## src/rtl/phy_tx_striper_if.sv

```systemverilog
// Link-to-PHY transmit bus: word handshake in, two striped byte lanes out.
interface phy_tx_striper_if;
    logic [31:0] data_in;
    logic        valid_in;
    logic        ready_out;
    logic [7:0]  data_out_0;
    logic [7:0]  data_out_1;
    logic        valid_out_0;
    logic        valid_out_1;

    modport master (
        output data_in, valid_in,
        input  ready_out, data_out_0, data_out_1, valid_out_0, valid_out_1
    );

    modport slave (
        input  data_in, valid_in,
        output ready_out, data_out_0, data_out_1, valid_out_0, valid_out_1
    );
endinterface

```

## src/rtl/phy_tx_striper.sv

```systemverilog
// PHY transmit striper: 2-entry word FIFO feeding two byte lanes, 2 cycles per word.
// Optional skip-symbol insertion is enabled with the PHY_TX_SKIP_EN macro.
module phy_tx_striper #(
    parameter logic [7:0] IDLE_SYM     = 8'hBC,
    parameter logic [7:0] SKP_SYM      = 8'h1C,
    parameter int         SKP_INTERVAL = 16
) (
    input  logic              clk_32f,
    input  logic              reset,
    phy_tx_striper_if.slave   bus
);

`ifdef PHY_TX_SKIP_EN
    typedef enum logic [1:0] {ST_IDLE, ST_HI, ST_LO, ST_SKIP} state_t;
`else
    typedef enum logic [1:0] {ST_IDLE, ST_HI, ST_LO} state_t;
`endif

    state_t      r_state;
    logic [31:0] r_mem [2];
    logic        r_wrPtr;
    logic        r_rdPtr;
    logic [1:0]  r_count;
    logic        r_ready;
    logic [7:0]  r_data0;
    logic [7:0]  r_data1;
    logic        r_valid;

    logic        w_push;
    logic        w_pop;
    logic [1:0]  w_countNext;
    logic [31:0] w_head;
    logic        w_skipNow;

    // ready comes from registered occupancy, so a full FIFO refuses even on a pop cycle
    assign w_push = bus.valid_in & r_ready;
    assign w_pop  = (r_state == ST_HI);
    assign w_head = r_mem[r_rdPtr];

    always_comb begin
        w_countNext = r_count;
        if (w_push && !w_pop)
            w_countNext = r_count + 2'd1;
        else if (!w_push && w_pop)
            w_countNext = r_count - 2'd1;
    end

    always_ff @(posedge clk_32f) begin
        if (w_push)
            r_mem[r_wrPtr] <= bus.data_in;
    end

    always_ff @(posedge clk_32f or negedge reset) begin
        if (!reset) begin
            r_wrPtr <= 1'b0;
            r_rdPtr <= 1'b0;
            r_count <= 2'd0;
            r_ready <= 1'b0;
        end else begin
            if (w_push)
                r_wrPtr <= r_wrPtr + 1'b1;
            if (w_pop)
                r_rdPtr <= r_rdPtr + 1'b1;
            r_count <= w_countNext;
            r_ready <= (w_countNext != 2'd2);
        end
    end

`ifdef PHY_TX_SKIP_EN
    localparam int CW = $clog2(SKP_INTERVAL);
    localparam logic [CW-1:0] CNT_MAX = CW'(SKP_INTERVAL - 1);

    logic [CW-1:0] r_skpCnt;
    logic          r_skpPend;

    assign w_skipNow = r_skpPend;

    // Free-running interval counter; cleared on the edge that enters the SKIP cycle
    always_ff @(posedge clk_32f or negedge reset) begin
        if (!reset) begin
            r_skpCnt  <= '0;
            r_skpPend <= 1'b0;
        end else if (r_skpPend && (r_state != ST_HI)) begin
            r_skpCnt  <= '0;
            r_skpPend <= 1'b0;
        end else if (r_skpCnt != CNT_MAX) begin
            r_skpCnt <= r_skpCnt + 1'b1;
            if (r_skpCnt == CNT_MAX - 1'b1)
                r_skpPend <= 1'b1;
        end
    end
`else
    logic w_unusedCfg;

    assign w_skipNow   = 1'b0;
    assign w_unusedCfg = ^{SKP_SYM, SKP_INTERVAL};
`endif

    // HI always finishes the current word; every other state is a word boundary
    always_ff @(posedge clk_32f or negedge reset) begin
        if (!reset) begin
            r_state <= ST_IDLE;
            r_data0 <= IDLE_SYM;
            r_data1 <= IDLE_SYM;
            r_valid <= 1'b0;
        end else begin
            case (r_state)
                ST_HI: begin
                    r_data0 <= w_head[23:16];
                    r_data1 <= w_head[31:24];
                    r_valid <= 1'b1;
                    r_state <= ST_LO;
                end
                default: begin
`ifdef PHY_TX_SKIP_EN
                    if (w_skipNow) begin
                        r_data0 <= SKP_SYM;
                        r_data1 <= SKP_SYM;
                        r_valid <= 1'b0;
                        r_state <= ST_SKIP;
                    end else
`endif
                    if (r_count != 2'd0) begin
                        r_data0 <= w_head[7:0];
                        r_data1 <= w_head[15:8];
                        r_valid <= 1'b1;
                        r_state <= ST_HI;
                    end else begin
                        r_data0 <= IDLE_SYM;
                        r_data1 <= IDLE_SYM;
                        r_valid <= 1'b0;
                        r_state <= ST_IDLE;
                    end
                end
            endcase
        end
    end

    assign bus.ready_out   = r_ready;
    assign bus.data_out_0  = r_data0;
    assign bus.data_out_1  = r_data1;
    assign bus.valid_out_0 = r_valid;
    assign bus.valid_out_1 = r_valid;

endmodule
```

## src/flat_wrapper.sv

```systemverilog
// flat-port wrapper written by rule: the top's interface ports become plain ports
module phy_tx_striper_flat 
#(
    parameter logic [7:0] IDLE_SYM     = 8'hBC,
    parameter logic [7:0] SKP_SYM      = 8'h1C,
    parameter int         SKP_INTERVAL = 16
)
  (clk_32f, reset, bus_data_in, bus_valid_in, bus_ready_out, bus_data_out_0, bus_data_out_1, bus_valid_out_0, bus_valid_out_1);
  phy_tx_striper_if bus_i ();
  input  logic clk_32f;
  input  logic reset;
  input wire logic [$bits(bus_i.data_in)-1:0] bus_data_in;
  input wire logic [$bits(bus_i.valid_in)-1:0] bus_valid_in;
  output wire logic [$bits(bus_i.ready_out)-1:0] bus_ready_out;
  output wire logic [$bits(bus_i.data_out_0)-1:0] bus_data_out_0;
  output wire logic [$bits(bus_i.data_out_1)-1:0] bus_data_out_1;
  output wire logic [$bits(bus_i.valid_out_0)-1:0] bus_valid_out_0;
  output wire logic [$bits(bus_i.valid_out_1)-1:0] bus_valid_out_1;
  assign bus_i.data_in = bus_data_in;
  assign bus_i.valid_in = bus_valid_in;
  assign bus_ready_out = bus_i.ready_out;
  assign bus_data_out_0 = bus_i.data_out_0;
  assign bus_data_out_1 = bus_i.data_out_1;
  assign bus_valid_out_0 = bus_i.valid_out_0;
  assign bus_valid_out_1 = bus_i.valid_out_1;
  phy_tx_striper #(.IDLE_SYM(IDLE_SYM), .SKP_SYM(SKP_SYM), .SKP_INTERVAL(SKP_INTERVAL)) u_core (.clk_32f(clk_32f), .reset(reset), .bus(bus_i));
endmodule
```

## config.mk

```make
export PLATFORM = sky130hd
export DESIGN_NAME = phy_tx_striper_flat
export DESIGN_NICKNAME = d
export VERILOG_FILES = /design/src/rtl/phy_tx_striper_if.sv /design/src/rtl/phy_tx_striper.sv /design/src/flat_wrapper.sv
export SDC_FILE = /design/constraint.sdc
export NUM_CORES = 1
export LEC_CHECK = 0
export CAP_MARGIN = 20
export CORE_MARGIN = 8
export CORE_UTILIZATION = 56
export DETAILED_ROUTE_END_ITERATION = 8
export GPL_TIMING_DRIVEN = 0
export PLACE_DENSITY = 0.93
export SYNTH_ARGS = -nofsm -noshare
export SYNTH_HDL_FRONTEND = slang
export SYNTH_SLANG_ARGS = --single-unit
```

## constraint.sdc

```tcl
create_clock -name clk_32f -period 3.7 [get_ports clk_32f]
set_clock_uncertainty 0.1 [all_clocks]
set_input_delay 1.11 -clock clk_32f [delete_from_list [all_inputs] [get_ports clk_32f]]
set_output_delay 1.11 -clock clk_32f [all_outputs]
set_load 0.05 [all_outputs]
```

* Word level (Yosys, flattened, before mapping)
Memory sizes are Yosys's and may differ from the RTL's.
Index checks and enable logic that the tools add are counted.
** Storage, ports and cells
- Input port bits :: 35
- RAM bits :: 64
- Output and inout port bits :: 19
- Bits in registers :: 24
- Memories :: 1
** Cells by class
- Reduce and logical (&&, ||, !) cells :: 5
- Mux-type cells :: 12
- Bitwise logic cells :: 1
- Eq/ne operators :: 2
- $add $sub $neg :: 4
** Memory list
- u_core.r_mem :: words 2, width 32, read ports 1, clocked after memory_dff 0, write ports 1, RTL line phy_tx_striper.sv:20 : logic [31:0] r_mem [2];
** Operator list (number)
- 8-bit 2-to-1 mux :: 4
- 2-bit 2-to-1 mux :: 3
- 1-bit 2-to-1 mux :: 5
- 1-bit adder (second input constant) :: 2
- 2-bit by 1-bit adder with 2-bit output (second input constant) :: 1
- 2-bit by 1-bit equality test with 1-bit output (second input constant) :: 1
- 1-bit logical AND :: 2
- 1-bit zero test :: 2
- 2-bit inequality test (second input constant) :: 1
- 2-bit nonzero test :: 1
- 2-bit by 1-bit subtractor with 2-bit output (second input constant) :: 1
- 1-bit AND :: 1

* Depth between registers and ports, before layout
- Word-level depth :: 6
- Mapped depth :: 5
- Mapped depth without buffers :: 5

* Worst setup path before layout
Ideal clock, no wire load.
- Kind :: input-to-reg
- Start :: in bus_valid_in
- End :: mem u_core.r_mem[0][0], enable pin
- Arrival time :: 2688 ps
- Buffers on the path :: 0
- Cell stages on the path :: 2
- Data required time :: 3179 ps
- Path slack :: 490 ps
- Setup time :: 421 ps
- Cells stage by stage :: nand2_1 > nor2_1
** On the way
- Longest elaborated chain between the ends :: 3
** RTL lines
- start: declaration :: RTL line flat_wrapper.sv:13 : input wire logic [$bits(bus_i.valid_in)-1:0] bus_valid_in;
- 1-bit AND :: RTL line phy_tx_striper.sv:36 : assign w_push = bus.valid_in & r_ready;
- 1-bit 2-to-1 mux :: RTL line phy_tx_striper.sv:49 : if (w_push)
- 1-bit 2-to-1 mux (implied by the code) :: RTL line phy_tx_striper.sv:50 : r_mem[r_wrPtr] <= bus.data_in;
- end: declaration :: RTL line phy_tx_striper.sv:20
Every way passes these cells.

* Final worst setup path
- Start :: reg u_core.r_data1[3], in the netlist u_core.bus.data_out_1[3]
- End :: out bus_data_out_1[3]
** RTL lines
- start: declaration :: RTL line phy_tx_striper.sv:26 : logic [7:0] r_data1;
- start signal: assignment :: RTL line phy_tx_striper.sv:110 : r_data1 <= w_head[31:24];
- start signal: assignment :: RTL line phy_tx_striper.sv:125 : r_data1 <= w_head[15:8];
- end: declaration :: RTL line flat_wrapper.sv:16 : output wire logic [$bits(bus_i.data_out_1)-1:0] bus_data_out_1;
No word-level cell between the ends.

==> metrics.txt <==
status=completed; worst r2r path cells=5; htree depth=3; Area after DPL=a little under 4000 sq um; hold path depth=2; RSZ-0062 raised after global routing=false; CP Capture Type=output pin; Max Freq=around 340 MHz; first-pass detailed-route iteration total=4; Die Wd=between 90 and 100 microns; post-route setup slack=approximately 0.80 ns; final wirelength=5670 microns; crit-path cells=clkdlybuf4s50_1; CP bufs+invs=1; root buf cell=clkbuf_8; Startpoint Class=flip-flop; Finish-stage setup viols=0; largest delay contributor family on the critical path=buffers and inverters; row count=28; TritonCTS buffer count=9; Leakage=approximately 1.5 nW; Iteration-0 DRC Markers=around 80; DR vias=around 1700; CP max FO=1; final period utilization=0.784; Nets=between 200 and 300; dpl hpwl=3750 microns; number of global-route vias before repair=around 1800; Final Power=approximately 3.5 mW; max_cap viols=0; pin count of the biggest net entering global routing=33; first-pass GRT wire length=between 9000 and 10000 microns; sequential-to-total area share from yosys stat=0.777; most frequent cells in the layout=edfxtp_1, clkdlybuf4s50_1, dfrtp_1, mux2i_1, or2_1; routability-driven placement congestion ratio=a little over 0.7; worst path required time=2.49 ns; layout cells sized above 1=0.188; initial core utilization=0.565; reg-to-reg startpoint=u_core.r_count[0]; WS Path Type=flip-flop to output pin; synthesized instance count=around 170; Port Buffer Count=53; reg2reg setup slack=between 1.5 and 2 ns; Antenna Cells=0; clock sinks=between 80 and 90; WL/cell=roughly 18 microns; postcts setup bufs=0; Area growth, synth to finish=26.2%; HP Class=flip-flop to flip-flop; Reg-to-Reg End=u_core.bus.data_out_1[7]; Post-Synthesis Net Count=between 200 and 250; commonest non-fill, non-tap cell in the layout=edfxtp_1; die area=~8500 sq um; Worst Max-Slew Pin Slew=0.764 ns; # DRC=0; Period minus WS final=approximately 2.9 ns; Slowest-stage cell, CP=clkdlybuf4s50_1; filler cell count=around 360; GRT Total Usage=0.146; footprint of the multi-input gates=around 650 sq um; Clock Pin Slew Worst Setup and Hold Paths=about 0.080 ns; Hold Path End=u_core.bus.data_out_0[0]; register bit total from synthesis=just under 90; peak supply drop=slightly above 0.0005 V; Slew headroom=0.490; CP peak stage delay=just over 0.8 ns; IO Pins=54; Finished Cell Area=4120 sq um; gr ovfl total=0; Chip Height=about 92 microns; Distinct cells, synth=26; Slew Limit Fails=0; clock tree buffer depth=2; final hold viol count=0; routed vias/inst=between 5 and 6; worst hold slack=0.444 ns; Synth Cell Area=around 3300 sq um; initial antenna violation count=0; cts hold-fix bufs=0; critical hold path startpoint=u_core.r_mem[0][16]; core area=5780 sq um; Seq. cell area=2530 sq um; yosys warns=0; Pwr Density=~850 nW/um^2; critical path arrival=roughly 1.7 ns; Place WS=0.726 ns; Synth Area per Inst=19.3 sq um; CTS tree=built; Skew-Pair Late Insertion Delay=between 0.3 and 0.4 ns; ANT nets after route=0; post-CTS sizing=0
## cells in the mapped netlist, drive strengths merged
library cell	number	share of area
a211oi	1	0.0023
a21oi	2	0.0031
and3	1	0.0019
and4	1	0.0027
buf	7	0.020
clkbuf	1	0.0011
dfrtp	14	0.11
dfstp	10	0.081
edfxtp	64	0.59
ha	1	0.0038
inv	5	0.0058
mux2i	12	0.037
mux4	10	0.069
nand2	2	0.0023
nand2b	2	0.0038
nor2	2	0.0023
nor4	1	0.0019
o21ai	2	0.0031
o22ai	6	0.012
o2bb2ai	1	0.0027
or2	20	0.038
xnor2	4	0.011
## worst register-to-register path: stages (launching register included)
cell,delay (ns)
dfrtp_1,0.41
inv_1,0.08
ha_1,0.26
buf_6,0.16
or2_0,0.24
mux4_2,0.47
## worst max path at each step
| stage | slack, ns | cells past startpoint | startpoint | endpoint |
|---|---|---|---|---|
| 2_1_floorplan | 0.49 | 2 | bus_valid_in | u_core.r_mem[0][0] |
| 3_3_place_gp | -0.77 | 3 | bus_valid_in | u_core.r_mem[0][11] |
| 3_5_place_dp | 0.73 | 4 | bus_valid_in | u_core.r_mem[0][11] |
| 4_1_cts | 0.77 | 1 | u_core.bus.data_out_1[3] | bus_data_out_1[3] |
| 5_1_grt | 0.76 | 1 | u_core.bus.data_out_1[3] | bus_data_out_1[3] |
| 6_report | 0.80 | 1 | u_core.bus.data_out_1[3] | bus_data_out_1[3] |
## flip-flops by register name (all words and copies together), names as in the netlist
| name | cells |
|---|---|
| u_core.bus.ready_out | 1 |
| u_core.r_state | 2 |
| u_core.r_wrPtr | 1 |
| u_core.bus.data_out_0 | 8 |
| u_core.r_mem | 64 |
| u_core.r_count | 2 |
| u_core.bus.data_out_1 | 8 |
| u_core.r_rdPtr | 1 |
| u_core.bus.valid_out_0 | 1 |
## cell families (layout without fill, tap and decap cells)
logic type,Yosys count,after routing,share of synthesized area
adder cells (fa/ha/maj),1,1,0.00383
AO/OA/AOI/OAI,12,12,0.0226
XOR/XNOR,4,4,0.0107
multiplexers,22,22,0.106
flip-flops,88,88,0.777
AND/OR/NAND/NOR,29,29,0.0533
buffers and inverters,13,84,0.0268
## where the power goes
group / switching (mW) / internal, mW / total (mW)
Sequential: 0.0826 / 1.40 / 1.49
Combinational: 0.837 / 0.583 / 1.42
Clock: 0.304 / 0.306 / 0.610
## area by class of cell
class,count,share of cell area
buffer,8,0.0167
timing repair buffer,55,0.139
multi-input combinational,68,0.158
tap,75,0.0228
inverter,5,0.00456
sequential,88,0.616
clock buffer,11,0.0319
clock inverter,5,0.0115
## per-layer routing
metal  GRT usage  part of all wire
met3      0.0396             0.046
met1       0.158              0.38
met5           0                 0
met4      0.0792             0.020
met2       0.255              0.55
## stage by stage
step | utilization | setup TNS [ns] | std cells
detailed placement | 0.679 | 0 | 298
CTS | 0.710 | 0 | 314
global route | 0.712 | 0 | 315
global placement | 0.673 | -24.51 | 297
finish | 0.712 | 0 | 315
floorplan | - | 0 | 169
Note: power is estimated with default switching activity, not from simulation.
